**config.mk**
```make
export PLATFORM = sky130hd
export DESIGN_NAME = ov_sccb_cfg_flat
export DESIGN_NICKNAME = d
export VERILOG_FILES = /design/src/rtl/ov_cfg_pkg.sv /design/src/rtl/ov_sccb_cfg_if.sv /design/src/rtl/ov_sccb_cfg.sv /design/src/flat_wrapper.sv
export SDC_FILE = /design/constraint.sdc
export NUM_CORES = 1
export LEC_CHECK = 0
export ABC_AREA = 1
export CORE_MARGIN = 2
export CORE_UTILIZATION = 43
export CTS_BUF_LIST = sky130_fd_sc_hd__clkbuf_8
export DETAILED_ROUTE_END_ITERATION = 10
export GPL_TIMING_DRIVEN = 0
export PLACE_DENSITY = 0.61
export SLEW_MARGIN = 20
export SYNTH_ARGS = -nofsm -noshare
export SYNTH_HDL_FRONTEND = slang
export SYNTH_SLANG_ARGS = --single-unit
```
**constraint.sdc**
```tcl
create_clock -name i_clk -period 2.37 [get_ports i_clk]
set_input_delay 0.237 -clock i_clk [delete_from_list [all_inputs] [get_ports i_clk]]
set_output_delay 0.237 -clock i_clk [all_outputs]
set_load 0.01 [all_outputs]
```
**src/rtl/ov_cfg_pkg.sv**
```systemverilog
// rtl/ov_cfg_pkg.sv - shared FSM encoding and SCCB frame constants for the register-config stage
package ov_cfg_pkg;

   typedef enum logic [2:0] {
      ST_IDLE  = 3'd0,
      ST_START = 3'd1,
      ST_BYTE  = 3'd2,
      ST_STOP  = 3'd3,
      ST_GAP   = 3'd4,
      ST_DONE  = 3'd5
   } cfg_state_t;

   // quarter-bit phases inside every START / bit / STOP slot
   localparam logic [1:0] Q0 = 2'd0;
   localparam logic [1:0] Q1 = 2'd1;
   localparam logic [1:0] Q2 = 2'd2;
   localparam logic [1:0] Q3 = 2'd3;

   // 8 data bits plus the ACK slot, four bytes per register write
   localparam int FRAME_BITS = 9;
   localparam int BYTE_CNT   = 4;

   localparam logic [3:0] ACK_BIT   = 4'(FRAME_BITS - 1);
   localparam logic [3:0] DATA_LAST = 4'(FRAME_BITS - 2);
   localparam logic [1:0] LAST_BYTE = 2'(BYTE_CNT - 1);

   // quarter counter only runs while a frame or gap is in progress
   function automatic logic is_active(input cfg_state_t s);
      return (s != ST_IDLE) && (s != ST_DONE);
   endfunction

endpackage

```
**src/rtl/ov_sccb_cfg_if.sv**
```systemverilog
// rtl/ov_sccb_cfg_if.sv - SCCB 3-wire pin bundle between config master and pad/slave
interface ov_sccb_cfg_if;

   logic sioc;
   logic siod_o;
   logic siod_oe;
   logic siod_i;

   modport master (
      output sioc,
      output siod_o,
      output siod_oe,
      input  siod_i
   );

   modport slave (
      input  sioc,
      input  siod_o,
      input  siod_oe,
      output siod_i
   );

endinterface

```
**src/rtl/ov_sccb_cfg.sv**
```systemverilog
// rtl/ov_sccb_cfg.sv - walks the register table and issues one SCCB 3-phase write per entry
module ov_sccb_cfg #(
   parameter int         SCCB_DIV = 250,
   parameter int         REG_NUM  = 256,
   parameter logic [7:0] DEV_ID   = 8'h78,
   parameter int         GAP_Q    = 40,
   parameter int         RETRY    = 3
) (
   input  logic               i_clk,
   input  logic               i_rst,
   input  logic               i_init_en,
   output logic [7:0]         o_rom_addr,
   input  logic [23:0]        i_rom_data,
   ov_sccb_cfg_if.master      sccb,
   output logic               o_cfg_busy,
   output logic               o_cfg_done,
   output logic               o_cfg_err
);

   import ov_cfg_pkg::*;

   localparam int             CW     = (SCCB_DIV > 1) ? $clog2(SCCB_DIV) : 1;
   localparam logic [CW-1:0]  C_LAST = CW'(SCCB_DIV - 1);
   localparam int             GW     = (GAP_Q > 1) ? $clog2(GAP_Q) : 1;
   localparam logic [GW-1:0]  G_LAST = GW'(GAP_Q - 1);
   localparam int             RW     = (RETRY > 0) ? $clog2(RETRY + 1) : 1;
   localparam logic [RW-1:0]  R_MAX  = RW'(RETRY);
   localparam logic [7:0]     A_LAST = 8'(REG_NUM - 1);

   cfg_state_t    r_state;
   logic [CW-1:0] r_qcnt;
   logic [1:0]    r_q;
   logic [3:0]    r_bit;
   logic [1:0]    r_byte;
   logic [GW-1:0] r_gap;
   logic [RW-1:0] r_retry;
   logic [23:0]   r_shift;
   logic [7:0]    r_rom_addr;
   logic          r_nack;
   logic          r_fin_ok;
   logic          r_fin_err;
   logic          r_sioc;
   logic          r_siod_o;
   logic          r_siod_oe;
   logic          r_busy;
   logic          r_done;
   logic          r_err;

   logic          w_active;
   logic          w_qtick;
   logic [7:0]    w_dev_id;

   assign w_active = is_active(r_state);
   assign w_qtick  = w_active && (r_qcnt == C_LAST);
   assign w_dev_id = DEV_ID;

   // quarter-bit prescaler, parked at zero whenever no frame/gap is running
   always_ff @(posedge i_clk) begin
      if (i_rst || !w_active || w_qtick) begin
         r_qcnt <= '0;
      end else begin
         r_qcnt <= r_qcnt + 1'b1;
      end
   end

   // frame sequencer: pins and state advance only on the quarter tick,
   // except leaving IDLE and the init_en abort which act immediately
   always_ff @(posedge i_clk) begin
      if (i_rst) begin
         r_state    <= ST_IDLE;
         r_q        <= Q0;
         r_bit      <= 4'd0;
         r_byte     <= 2'd0;
         r_gap      <= '0;
         r_retry    <= '0;
         r_shift    <= 24'd0;
         r_rom_addr <= 8'd0;
         r_nack     <= 1'b0;
         r_fin_ok   <= 1'b0;
         r_fin_err  <= 1'b0;
         r_sioc     <= 1'b1;
         r_siod_o   <= 1'b1;
         r_siod_oe  <= 1'b0;
         r_busy     <= 1'b0;
         r_done     <= 1'b0;
         r_err      <= 1'b0;
      end else if (w_active && !i_init_en) begin
         // sequencer withdrew power-good: release the bus, restart from entry 0 later
         r_state    <= ST_IDLE;
         r_q        <= Q0;
         r_retry    <= '0;
         r_rom_addr <= 8'd0;
         r_nack     <= 1'b0;
         r_fin_ok   <= 1'b0;
         r_fin_err  <= 1'b0;
         r_sioc     <= 1'b1;
         r_siod_o   <= 1'b1;
         r_siod_oe  <= 1'b0;
         r_busy     <= 1'b0;
      end else begin
         case (r_state)
            ST_IDLE: begin
               if (i_init_en && !r_done && !r_err) begin
                  r_state   <= ST_START;
                  r_q       <= Q0;
                  r_shift   <= i_rom_data;
                  r_nack    <= 1'b0;
                  r_sioc    <= 1'b1;
                  r_siod_o  <= 1'b1;
                  r_siod_oe <= 1'b1;
                  r_busy    <= 1'b1;
               end
            end

            ST_START: begin
               if (w_qtick) begin
                  case (r_q)
                     Q0: begin
                        r_q      <= Q1;
                        r_siod_o <= 1'b0;
                     end
                     Q1: r_q <= Q2;
                     Q2: begin
                        r_q    <= Q3;
                        r_sioc <= 1'b0;
                     end
                     default: begin
                        r_state  <= ST_BYTE;
                        r_q      <= Q0;
                        r_byte   <= 2'd0;
                        r_bit    <= 4'd0;
                        r_siod_o <= w_dev_id[7];
                     end
                  endcase
               end
            end

            ST_BYTE: begin
               if (w_qtick) begin
                  case (r_q)
                     Q0: begin
                        r_q    <= Q1;
                        r_sioc <= 1'b1;
                     end
                     Q1: r_q <= Q2;
                     Q2: begin
                        r_q    <= Q3;
                        r_sioc <= 1'b0;
                        // slave holds ACK low mid-high-phase; a high here is a NACK
                        if (r_bit == ACK_BIT && sccb.siod_i) begin
                           r_nack <= 1'b1;
                        end
                     end
                     default: begin
                        r_q <= Q0;
                        if (r_bit == ACK_BIT) begin
                           r_siod_oe <= 1'b1;
                           if (r_byte == LAST_BYTE) begin
                              r_state  <= ST_STOP;
                              r_siod_o <= 1'b0;
                           end else begin
                              r_byte   <= r_byte + 1'b1;
                              r_bit    <= 4'd0;
                              r_siod_o <= r_shift[23];
                              r_shift  <= {r_shift[22:0], 1'b0};
                           end
                        end else if (r_bit == DATA_LAST) begin
                           r_bit     <= ACK_BIT;
                           r_siod_oe <= 1'b0;
                        end else begin
                           r_bit <= r_bit + 1'b1;
                           if (r_byte == 2'd0) begin
                              r_siod_o <= w_dev_id[3'd6 - r_bit[2:0]];
                           end else begin
                              r_siod_o <= r_shift[23];
                              r_shift  <= {r_shift[22:0], 1'b0};
                           end
                        end
                     end
                  endcase
               end
            end

            ST_STOP: begin
               if (w_qtick) begin
                  case (r_q)
                     Q0: begin
                        r_q    <= Q1;
                        r_sioc <= 1'b1;
                     end
                     Q1: begin
                        r_q      <= Q2;
                        r_siod_o <= 1'b1;
                     end
                     Q2: r_q <= Q3;
                     default: begin
                        r_state <= ST_GAP;
                        r_q     <= Q0;
                        r_gap   <= '0;
                        // frame verdict: retry same entry, advance, or finish
                        if (r_nack) begin
                           if (r_retry == R_MAX) begin
                              r_fin_err <= 1'b1;
                           end else begin
                              r_retry <= r_retry + 1'b1;
                           end
                        end else begin
                           r_retry <= '0;
                           if (r_rom_addr == A_LAST) begin
                              r_fin_ok <= 1'b1;
                           end else begin
                              r_rom_addr <= r_rom_addr + 8'd1;
                           end
                        end
                     end
                  endcase
               end
            end

            ST_GAP: begin
               if (w_qtick) begin
                  if (r_gap == G_LAST) begin
                     if (r_fin_err || r_fin_ok) begin
                        r_state   <= ST_DONE;
                        r_err     <= r_fin_err;
                        r_done    <= r_fin_ok && !r_fin_err;
                        r_busy    <= 1'b0;
                        r_siod_oe <= 1'b0;
                        r_sioc    <= 1'b1;
                        r_siod_o  <= 1'b1;
                     end else begin
                        r_state   <= ST_START;
                        r_q       <= Q0;
                        r_shift   <= i_rom_data;
                        r_nack    <= 1'b0;
                        r_sioc    <= 1'b1;
                        r_siod_o  <= 1'b1;
                        r_siod_oe <= 1'b1;
                     end
                  end else begin
                     r_gap <= r_gap + 1'b1;
                  end
               end
            end

            ST_DONE: begin
               r_state <= ST_DONE;
            end

            default: begin
               r_state <= ST_IDLE;
            end
         endcase
      end
   end

   assign sccb.sioc    = r_sioc;
   assign sccb.siod_o  = r_siod_o;
   assign sccb.siod_oe = r_siod_oe;
   assign o_rom_addr   = r_rom_addr;
   assign o_cfg_busy   = r_busy;
   assign o_cfg_done   = r_done;
   assign o_cfg_err    = r_err;

endmodule

```
**src/flat_wrapper.sv**
```systemverilog
// flat-port wrapper written by rule: the top's interface ports become plain ports
module ov_sccb_cfg_flat import ov_cfg_pkg::*;
#(
   parameter int         SCCB_DIV = 250,
   parameter int         REG_NUM  = 256,
   parameter logic [7:0] DEV_ID   = 8'h78,
   parameter int         GAP_Q    = 40,
   parameter int         RETRY    = 3
)
  (i_clk, i_rst, i_init_en, o_rom_addr, i_rom_data, o_cfg_busy, o_cfg_done, o_cfg_err, sccb_sioc, sccb_siod_o, sccb_siod_oe, sccb_siod_i);
  ov_sccb_cfg_if sccb_i ();
  input  logic i_clk;
  input  logic i_rst;
  input  logic i_init_en;
  output logic [7:0] o_rom_addr;
  input  logic [23:0] i_rom_data;
  output logic o_cfg_busy;
  output logic o_cfg_done;
  output logic o_cfg_err;
  output wire logic [$bits(sccb_i.sioc)-1:0] sccb_sioc;
  output wire logic [$bits(sccb_i.siod_o)-1:0] sccb_siod_o;
  output wire logic [$bits(sccb_i.siod_oe)-1:0] sccb_siod_oe;
  input wire logic [$bits(sccb_i.siod_i)-1:0] sccb_siod_i;
  assign sccb_sioc = sccb_i.sioc;
  assign sccb_siod_o = sccb_i.siod_o;
  assign sccb_siod_oe = sccb_i.siod_oe;
  assign sccb_i.siod_i = sccb_siod_i;
  ov_sccb_cfg #(.SCCB_DIV(SCCB_DIV), .REG_NUM(REG_NUM), .DEV_ID(DEV_ID), .GAP_Q(GAP_Q), .RETRY(RETRY)) u_core (.i_clk(i_clk), .i_rst(i_rst), .i_init_en(i_init_en), .o_rom_addr(o_rom_addr), .i_rom_data(i_rom_data), .sccb(sccb_i), .o_cfg_busy(o_cfg_busy), .o_cfg_done(o_cfg_done), .o_cfg_err(o_cfg_err));
endmodule
```
==> results by group <==
Clock tree
  – H-tree depth: 3
  – Worst skew pair latency: roughly 350 ps
  – Clock Pin Slew Worst Setup and Hold Paths: 80 ps
  – CTS tree: built
  – Post_cts resized: 0
  – Num CTS Buffers: 9
  – Clk buf depth: 2
  – Setup bufs post-CTS: 0
  – Root Buffer Master: clkbuf_8
  – # hold bufs at CTS: 0
  – Clock sinks: ~70

Yosys
  – Sequential area share after synthesis: 31.8%
  – Post-Syn Nets: 730
  – Synthesized area: between 0.004 and 0.005 mm^2
  – Netlist cell types: 34
  – Post-Syn Area per Cell: approximately 6.2 um^2
  – Mapped Cells: 688
  – Yosys Warn Count: 0
  – #FFs+latches synth: between 60 and 70

Finish
  – Multi-input gate area: 0.00235 mm^2
  – Fillcell total: between 1000 and 1500
  – Antenna cells: 0
  – Final #Nets: 781
  – Layout cells sized above 1: under 10%
  – Final core occ: between 50 and 60%
  – Area growth syn-to-layout: 17.0%
  – Storage element area: approximately 0.0014 mm^2

Worst setup path
  – Worst Setup Path Type: reg2reg
  – Critical path data arrival time: ~2400 ps
  – Crit start category: register
  – Setup crit end kind: register
  – Worst R2R Setup Slack: ~250 ps
  – WP data required: 2620 ps
  – Critical Path Fanout Max: 10

GRT
  – Vias in the first global route: around 3900
  – Initial antenna violation count: 0
  – Largest net degree at the start of global routing: 12
  – GR Overflow Total: 0
  – Total track usage: between 10% and 20%
  – Global-route wire length before repair: roughly 18000 um

Drt
  – Post-route ant nets: 0
  – Drt first pass iters: 5
  – Remaining DRCs: 0
  – Via count: approximately 4200
  – WL/cell: around 11 um
  – DR iter-0 viols: approximately 240
  – Vias/cell: between 4 and 5
  – Post-Route WL: about 10000 um

Power
  – Power per Cell Area: between 800 and 900 mW/mm^2
  – Leakage: roughly 2.5 nW
  – VDD IR max: 0.379 mV

Die
  – Core region area: 0.00973 mm^2
  – Core Rows: 36
  – Initial Util: around 44%
  – IO Pins: 42
  – Die ar.: 0.0108 mm^2
  – Die H: 104 um
  – Die X-Extent: between 100 and 150 um

Timing
  – Setup violators final: 0
  – Worst-margin pin slew: about 530 ps
  – Achievable frequency: between 400 and 500 MHz
  – Slew HR: 64.8%
  – Hold Violations, Final: 0
  – Worst Skew: around 13 ps
  – Final period util: around 89%
  – Min Tclk post-route: 2120 ps
  – RSZ-0062 raised after global routing: no
  – Total Negative Setup Slacks: 0 ps
  – Slew Viols, Final: 0

Status
  – Status: completed

Placed design
  – Detailed placement HPWL: around 7400 um
  – I/O Buffers: 40
  – Placer Congestion: between 0.8 and 0.9

Run
  – Number of max-cap violations: 0

Worst hold path
  – Hold WC Path Type: in2reg
-- area by class of cell --
| cell class | count | area share, % |
|---|---|---|
| tap | 133 | 3.32 |
| timing repair buffer | 40 | 7.99 |
| sequential | 68 | 27.2 |
| clock buffer | 9 | 2.47 |
| clock inverter | 7 | 0.749 |
| buffer | 22 | 2.25 |
| inverter | 122 | 9.14 |
| multi-input combinational | 476 | 46.9 |
-- sequential cells by signal (all words and copies together), names as in the netlist, 2 cells and up --
name,flops
u_core.r_gap,6
u_core.o_rom_addr,8
u_core.r_retry,2
u_core.r_bit,4
u_core.r_q,2
u_core.r_state,3
u_core.r_byte,2
u_core.r_shift,24
u_core.r_qcnt,8
-- logic make-up after synthesis --
logic type               synth area share [%]
AO/OA/AOI/OAI                            8.92
AND/OR/NAND/NOR                          39.2
XOR/XNOR                                 2.66
buffers and inverters                    13.3
adder cells (fa/ha/maj)                  4.09
flip-flops                               31.8
-- worst max-delay path, cell delays in order, from the launching register on --
cell     delay, ps
dfxtp_1        380
ha_1           160
inv_1           40
nor2_1         220
nand2_2        220
a21oi_2        430
buf_2          300
nand4_1        130
nand2_1         90
nor2_1          40
-- cell usage after synthesis --
cell type / count / area [um^2]
nor3_1: 8 / 40.0
nand2_1: 183 / 687
nand3b_1: 2 / 15.0
nor2_1: 88 / 330
nor2_2: 3 / 18.8
dfxtp_1: 68 / 1360
xor2_1: 10 / 87.6
nand3_2: 1 / 10.0
nor2_4: 5 / 56.3
nand3_4: 1 / 17.5
nand2_2: 7 / 43.8
a21oi_1: 27 / 135
clkbuf_1: 8 / 30.0
nand4_1: 36 / 225
a21oi_2: 1 / 8.76
nand2_4: 2 / 22.5
nand3_1: 36 / 180
ha_1: 14 / 175
buf_2: 9 / 45.0
buf_1: 2 / 7.51
inv_2: 15 / 56.3
o21a_1: 2 / 15.0
buf_6: 2 / 22.5
o21ai_0: 40 / 200
nor2b_1: 1 / 6.26
xnor2_1: 3 / 26.3
o211ai_1: 1 / 7.51
nand3b_2: 1 / 11.3
nor3b_1: 1 / 7.51
buf_4: 1 / 7.51
a211o_1: 1 / 8.76
o22ai_1: 1 / 6.26
inv_1: 107 / 402
or2_2: 1 / 6.26
-- path summary, 6_finish.rpt --
| path | start | end | depth (start not counted) |
|---|---|---|---|
| setup / recovery | u_core.r_qcnt[0]$_SDFF_PP0_ | u_core.r_shift[5]$_SDFFE_PP0P_ | 9 |
| hold / removal | i_rst | u_core.r_gap[2]$_SDFFE_PP0P_ | 2 |
| setup reg to reg | u_core.r_qcnt[0]$_SDFF_PP0_ | u_core.r_shift[5]$_SDFFE_PP0P_ | 9 |
| hold reg to reg | u_core.r_gap[5]$_SDFFE_PP0P_ | u_core.r_gap[5]$_SDFFE_PP0P_ | 2 |
-- per-stage QoR --
step	cell area, um^2	total power [mW]	hold WS, ps	std cells	worst slack [ps]
3_3_place_gp	4850	3.62	448	861	303
3_5_place_dp	4850	3.65	458	861	282
6_report	5010	4.45	321	877	254
5_1_grt	5010	4.89	350	877	49.2
4_1_cts	5010	4.49	321	877	269
2_1_floorplan	4280	3.14	434	688	686
-- where the power goes --
group | internal, mW | switching [mW] | leakage (nW)
Combinational | 0.758 | 1.43 | 1.83
Sequential | 1.35 | 0.0905 | 0.555
Clock | 0.366 | 0.453 | 0.0928
Total | 2.48 | 1.97 | 2.48
-- placed cells by master (no fill, tap or decap), types with 2 or more instances in the layout --
cell,instances
nand4_1,36
nand3b_1,2
nor2_4,5
clkbuf_8,9
clkinv_2,2
o21a_1,2
buf_6,2
nand2_1,183
nand2_2,7
o21ai_0,40
ha_1,14
nor2_2,3
clkbuf_1,8
clkdlybuf4s50_1,40
buf_2,9
a21oi_1,27
nand2_4,2
nand3_1,36
buf_1,2
nor2_1,88
xor2_1,10
dfxtp_1,68
xnor2_1,3
inv_1,110
nor3_1,8
inv_2,15
-- routing by layer --
layer  track usage, %  up-vias  part of all wire (%)
met5                0        -                     0
met4             6.47        0                   1.6
met1             25.1     1888                    47
met2             32.2      105                    46
met3             3.96       12                   5.4
li1                 -     2244                     -
(Power assumes the default switching activity.)
